$ cat config.mk
export PLATFORM = sky130hd
export DESIGN_NAME = gate_edge_counter
export DESIGN_NICKNAME = d
export VERILOG_FILES = /design/src/rtl/gate_edge_counter.sv
export SDC_FILE = /design/constraint.sdc
export NUM_CORES = 1
export LEC_CHECK = 0
export ABC_AREA = 1
export CAP_MARGIN = 20
export CORE_MARGIN = 2
export CORE_UTILIZATION = 30
export CTS_CLUSTER_SIZE = 30
export DETAILED_ROUTE_END_ITERATION = 10
export GPL_TIMING_DRIVEN = 0
export PLACE_DENSITY = 0.51
export SYNTH_ARGS = -nofsm -noshare
export SYNTH_HDL_FRONTEND = slang
export SYNTH_SLANG_ARGS = --single-unit
export TNS_END_PERCENT = 50
$ cat constraint.sdc
create_clock -name clk -period 1.6 [get_ports clk]
set_clock_uncertainty 0.05 [all_clocks]
set_input_delay 0.48 -clock clk [delete_from_list [all_inputs] [get_ports clk]]
set_output_delay 0.48 -clock clk [all_outputs]
set_load 0.02 [all_outputs]
$ cat src/rtl/gate_edge_counter.sv
// gate_edge_counter
// -----------------
// Gated edge counter for the frequency meter. Counts rising edges of an
// asynchronous signal while a clk-synchronous gate window is high, and at
// each gate falling edge publishes the count with a one-cycle valid strobe
// and a saturation flag. With a window of N clk cycles the reported count
// is f_sig * N / f_clk.
//
// Parameters
//   CNT_WIDTH   : width of the edge accumulator and of count_o
//   SYNC_STAGES : flip-flop stages in the sig_i synchronizer (>= 2)
//
// Ports
//   clk        : system clock
//   rst        : synchronous, active-high reset
//   gate_i     : gate window, synchronous to clk, high = counting
//   sig_i      : measured signal, asynchronous to clk
//   count_o    : edge count of the last completed window, held until the
//                next publish
//   valid_o    : one-cycle strobe, count_o/overflow_o updated this cycle
//   overflow_o : last completed window saturated the accumulator
//   busy_o     : high while a window is being counted

module gate_edge_counter #(
  parameter int unsigned CNT_WIDTH   = 32,
  parameter int unsigned SYNC_STAGES = 2
) (
  input  logic                 clk,
  input  logic                 rst,
  input  logic                 gate_i,
  input  logic                 sig_i,
  output logic [CNT_WIDTH-1:0] count_o,
  output logic                 valid_o,
  output logic                 overflow_o,
  output logic                 busy_o
);

  typedef enum logic [0:0] {
    ST_IDLE  = 1'b0,
    ST_COUNT = 1'b1
  } state_t;

  // Synchronizer and edge-detect registers.
  logic [SYNC_STAGES-1:0] sync_q;
  logic                   sig_q;
  logic                   gate_q;

  // FSM state, accumulator and registered outputs.
  state_t                 state_q;
  logic [CNT_WIDTH-1:0]   acc_q;
  logic                   ovf_q;
  logic [CNT_WIDTH-1:0]   count_q;
  logic                   valid_q;
  logic                   overflow_q;
  logic                   busy_q;

  // Combinational helpers.
  logic                   sync_out;
  logic                   edge_det;
  logic                   gate_rise;
  logic                   gate_fall;
  logic                   acc_at_max;
  logic [CNT_WIDTH-1:0]   acc_start_d;
  logic [CNT_WIDTH-1:0]   acc_inc_d;

  // sig_i synchronizer: sync_q[0] is the first (metastable-capture) stage.
  always_ff @(posedge clk) begin
    if (rst) begin
      sync_q <= '0;
      sig_q  <= 1'b0;
    end else begin
      sync_q <= {sync_q[SYNC_STAGES-2:0], sig_i};
      sig_q  <= sync_out;
    end
  end

  // gate_q resets high so a gate already high at reset release does not
  // look like a rise; that partial window is dropped.
  always_ff @(posedge clk) begin
    if (rst) begin
      gate_q <= 1'b1;
    end else begin
      gate_q <= gate_i;
    end
  end

  always_comb begin
    sync_out    = sync_q[SYNC_STAGES-1];
    edge_det    = sync_out & ~sig_q;
    gate_rise   = gate_i & ~gate_q;
    gate_fall   = ~gate_i & gate_q;
    acc_at_max  = &acc_q;
    acc_start_d = '0;
    acc_start_d[0] = edge_det;
    acc_inc_d   = acc_q + CNT_WIDTH'(1);
  end

  // Window FSM with registered outputs. busy_q tracks the state register
  // so busy_o is high exactly while in ST_COUNT.
  always_ff @(posedge clk) begin
    if (rst) begin
      state_q    <= ST_IDLE;
      acc_q      <= '0;
      ovf_q      <= 1'b0;
      count_q    <= '0;
      valid_q    <= 1'b0;
      overflow_q <= 1'b0;
      busy_q     <= 1'b0;
    end else begin
      valid_q <= 1'b0;
      unique case (state_q)
        ST_IDLE: begin
          if (gate_rise) begin
            state_q <= ST_COUNT;
            acc_q   <= acc_start_d;
            ovf_q   <= 1'b0;
            busy_q  <= 1'b1;
          end
        end
        ST_COUNT: begin
          if (gate_fall) begin
            // An edge landing in the fall cycle is deliberately dropped.
            state_q    <= ST_IDLE;
            count_q    <= acc_q;
            overflow_q <= ovf_q;
            valid_q    <= 1'b1;
            busy_q     <= 1'b0;
          end else if (gate_i && edge_det) begin
            if (acc_at_max) begin
              ovf_q <= 1'b1;
            end else begin
              acc_q <= acc_inc_d;
            end
          end
        end
        default: begin
          state_q <= ST_IDLE;
          busy_q  <= 1'b0;
        end
      endcase
    end
  end

  assign count_o    = count_q;
  assign valid_o    = valid_q;
  assign overflow_o = overflow_q;
  assign busy_o     = busy_q;

endmodule
### Word level (Yosys, flattened, before mapping)

Index checks and enable logic that the tools add are counted.

| operators by class | value |
|---|---|
| bitwise gates (word level) | 7 |
| equality and inequality tests | 6 |
| reductions and logical operators | 7 |
| add/sub/neg operators | 1 |
| muxes and demuxes | 17 |

Operators by type and width:

| cell | count |
|---|---|
| two-way mux 32 bit | 4 |
| case mux 32 bit (2 select lines) | 1 |
| adder 32 x 1 -> 32 bit, second input constant | 1 |
| AND reduction 32 bit | 1 |
| two-way mux 1 bit | 9 |
| AND reduction 4 bit | 2 |
| != test 2 x 1 -> 1 bit, second input constant | 3 |
| != test 2 bit, second input constant | 3 |
| case mux 1 bit (2 select lines) | 3 |
| inverter 1 bit | 4 |
| AND reduction 2 bit | 2 |
| AND 1 bit | 3 |
| OR reduction 2 bit | 1 |
| logical AND 1 bit | 1 |

| storage, ports and cells | value |
|---|---|
| register bits | 73 |
| output and inout port bits | 35 |
| word-level logic and storage cells | 48 |
| input bits | 4 |

### Logic depth before layout (Yosys ltp)

| logic depth | value |
|---|---|
| depth in word-level cells | 6 |
| mapped depth | 12 |
| mapped depth without buffers | 11 |

### Worst setup path before layout

Ideal clock, no wire load.

| timing path | value |
|---|---|
| path type | register -> register |
| from | register acc_q[1] |
| to | register acc_q[2] |
| buffers on the path | 1 |
| arrival | 1.557 ns |
| cell stages (with the launch flop) | 11 |
| path slack | -0.121 ns |
| data required time | 1.435 ns |
| library setup time | 0.115 ns |
| period minus slack after synthesis | 1.721 ns |
| cells stage by stage | dfxtp_1 ha_1 nand2_2 nor2_4 nand2_4 nor2_8 nand3_4 nand2_4 buf_6 nor2_1 o21a_1 |

| on the way | value |
|---|---|
| longest elaborated chain between the ends | 5 |
| elaborated cells between the ends (all ways) | 8 |
| those cells by class | 1 x add/sub; 1 x eq/ne; 4 x mux; 2 x reduce/logical |

RTL lines:

| what | RTL line | source |
|---|---|---|
| start, declared | 50 | `logic [CNT_WIDTH-1:0] acc_q;` |
| start signal, assigned | 115 | `acc_q <= acc_start_d;` |
| start signal, assigned | 132 | `acc_q <= acc_inc_d;` |
| adder 32 x 1 -> 32 bit | 95 | `acc_inc_d = acc_q + CNT_WIDTH'(1);` |
| two-way mux 32 bit | 129 | `if (acc_at_max) begin` |
| two-way mux 32 bit | 128 | `end else if (gate_i && edge_det) begin` |
| two-way mux 32 bit | 121 | `if (gate_fall) begin` |
| case mux 32 bit (2 select lines) | 111 | `unique case (state_q)` |

Several ways; a longest one is shown, not always the timed one. The select of a mux whose other input is x is not followed.
A chain may end at the register's enable or synchronous reset.

### Worst setup path after layout

| timing path | value |
|---|---|
| from | register acc_q[1] |
| to | register acc_q[24] |

Same word-level chain as after synthesis.

==> results by group <==
Run status
  – Status: complete, but fails checks
  – Failing checks: negative setup slack

Clock tree
  – H-tree depth: 3
  – CTS sink cnt: 73
  – CTS tree: built
  – Worst-Skew Late Latency: 0.35 ns
  – TritonCTS buffer count: 9
  – Cts hold-fix bufs: 0
  – CTS Buffer Depth: 2
  – CTS clk-pin slew, worst paths: 0.06 ns
  – Clk root buf: clkbuf_16

Min path
  – Worst Hold Class: flip-flop to flip-flop
  – HP Start: sync_q[0]

Timing
  – Fin crit share: 114%
  – Final Max Tran Viols: 0
  – Final WS setup: -0.220 ns
  – RSZ-0062 raised after global routing: true
  – Fmax: 0.549 GHz
  – Slew HR: 57.9%
  – Worst slew pin tran: 0.631 ns
  – Final hold vios: 0
  – Crit path time final: 1.82 ns
  – Final setup viols: 34

Floorplanning
  – Die area: 13000 um2
  – Die Span Y: 114 um
  – Top Ports: 39
  – Initial Util: 30.5%
  – Core area: 11900 um2
  – Die width: 114 um
  – Row count: 40

Synthesis
  – Syn Area/Cell: 6.62 um2
  – Net Count, Synth: 555
  – Sequential area share after synthesis: 40.2%
  – Post-synth cell types: 31
  – YS warnings: 0
  – Synth top area share: 40.2%
  – #FFs+latches synth: 73
  – Cells after synthesis: 550
  – Yosys top cell by area: dfxtp_1
  – Synth area leaders: dfxtp_1 (40%), nand2_1 (14%), inv_1 (8.0%), nor2_1 (7.8%), nand3_1 (7.7%)
  – Post-Syn Area: 3640 um2

Finish
  – Antenna Cells: 0
  – Fraction of layout cells with a size suffix above 1: 23.9%
  – Most common cell after layout, fill and taps aside: nand2_1
  – Nets: 635
  – Synthesis-to-finish area growth: 42.4%
  – Finished Core Util: 43.5%
  – Most frequent cells in the layout: nand2_1 (107), inv_1 (76), dfxtp_1 (65), nor2_1 (59), nand3_1 (47)

Place
  – Port bufs: 38
  – Hpwl dp: 8.20 mm
  – Routability Congestion: 0.902

Worst setup path
  – Worst path slowest cell: dfxtp_4
  – Arr. time, crit path: 2.05 ns
  – Setup CP Type: flip-flop to flip-flop
  – Critical Path RT: 1.83 ns
  – Setup crit end: acc_q[24]
  – CP max FO: 5
  – Critical R2R Capture: acc_q[24]
  – WP depth: 13
  – CP delay by family, top: simple AND/OR/NAND/NOR gates
  – Worst Setup End Kind: flip-flop
  – Startpoint Class: flip-flop
  – Worst Reg-to-Reg Cells: 13
  – Crit-path cells: ha_4 > nand2_4 > nor2_4 > nand2_4 > nor2_8 > nand3_4 > nand2_8 > buf_6 > buf_8 > nand2_8 > nand2_2 > nand2_2 > nor2_1
  – Worst Path Buf+Inv: 2
  – Slowest stage delay, CP: 0.36 ns
  – Critical path origin: acc_q[1]
  – Reg2Reg Launch Point: acc_q[1]
  – Flop2flop setup slack: -0.22 ns

Route
  – DRC: 0
  – Final WL: 12.0 mm
  – 1st-iter DRT viols: 237
  – DRT Pass-1 Iters: 5
  – Antenna Violating Nets Remaining: 0
  – Mean number of vias per cell: 4.86
  – WL per Instance: 15.4 um
  – Vias: 3801

GRT
  – Initial antenna violation count: 0
  – Largest net degree at the start of global routing: 13
  – Total track usage: 19.0%
  – Total gr overflow: 0
  – Vias in the first global route: 3646
  – First-pass GRT wire length: 19.0 mm

Run
  – Maxcap violations: 0

Power
  – Pwr dens: 847 nW/um2
  – Tot Pwr: 4.39 mW
  – Static Leakage: 2.19 nW
  – VDD IR-drop max: 0.407 mV
==> metrics by stage <==
| stage | instances | hold slack [ns] | setup slack, ns | instance area (um2) | TNS (ns) |
|---|---|---|---|---|---|
| 2_1_floorplan | 550 | 0.338 | -0.0583 | 3660 | -0.471 |
| 3_3_place_gp | 735 | 0.340 | -1.14 | 4230 | -55.06 |
| 3_5_place_dp | 735 | 0.347 | -1.15 | 4230 | -55.22 |
| 4_1_cts | 776 | 0.355 | -0.228 | 4990 | -5.21 |
| 5_1_grt | 782 | 0.374 | -0.315 | 5180 | -9.10 |
| 6_report | 782 | 0.356 | -0.220 | 5180 | -5.47 |
==> cell type report <==
class | instances | area, um2
clock buffer | 14 | 274
clock inverter | 2 | 60.1
buffer | 21 | 178
multi-input combinational | 378 | 2050
sequential | 73 | 1480
fill | 1251 | 6730
timing repair buffer | 68 | 652
inverter | 79 | 304
tap | 147 | 184
==> metal layers <==
metal / routed length (um) / part of all wire (%) / GRT usage, % / vias up
li1: - / - / - / 1907
met1: 5360 / 45 / 24.2 / 1764
met2: 5840 / 49 / 31.7 / 113
met3: 578 / 4.8 / 2.86 / 17
met4: 235 / 2.0 / 9.02 / 0
met5: 0 / 0 / 0 / -
==> where the power goes <==
group          total (mW)  switching (mW)  internal, mW
Clock                2.28           0.785          1.49
Combinational       0.276           0.173         0.103
Sequential           1.83         0.00622          1.83
==> how the worst min path moves through the flow <==
stage,depth (start not counted),endpoint
6_report,2,sync_q[1]
5_1_grt,2,sync_q[1]
4_1_cts,2,sync_q[1]
3_5_place_dp,2,sync_q[1]
3_3_place_gp,2,sync_q[1]
2_1_floorplan,2,sync_q[1]
==> kinds of logic (layout without fill, tap and decap cells) <==
kind of cell    count (synthesis)  count (layout)  share of synthesized area [%]
simple gates                  304             305                           37.4
xor+xnor                        3               3                          0.722
flops                          73              73                           40.2
fa+ha+maj                       1               1                          0.344
buf+inv                       100             184                           11.5
compound gates                 69              69                           9.94
==> synthesized netlist by cell type (all sizes together) <==
master / count
clkbuf: 12
nand2: 139
inv: 79
o21ai: 52
ha: 1
a21oi: 15
nor3: 2
xnor2: 1
and2: 2
xor2: 2
nand3b: 5
buf: 9
dfxtp: 73
nor2: 84
nand4: 14
o21a: 1
nand3: 57
a21o: 1
or2: 1
==> repair_timing <==
action | CTS | global route
endpoints found under the setup margin | 101 | 63
resized for setup | 111 | 60
pin swaps | 13 | 20
gates cloned | 2 | 2
setup buffers | 23 | 4
==> tightest hold or removal path, cell delays in order, from the launching register on <==
cell and delay, ns:
dfxtp_1 0.30, inv_1 0.04, nor2_1 0.03
Note: power is estimated with default switching activity, not from simulation.
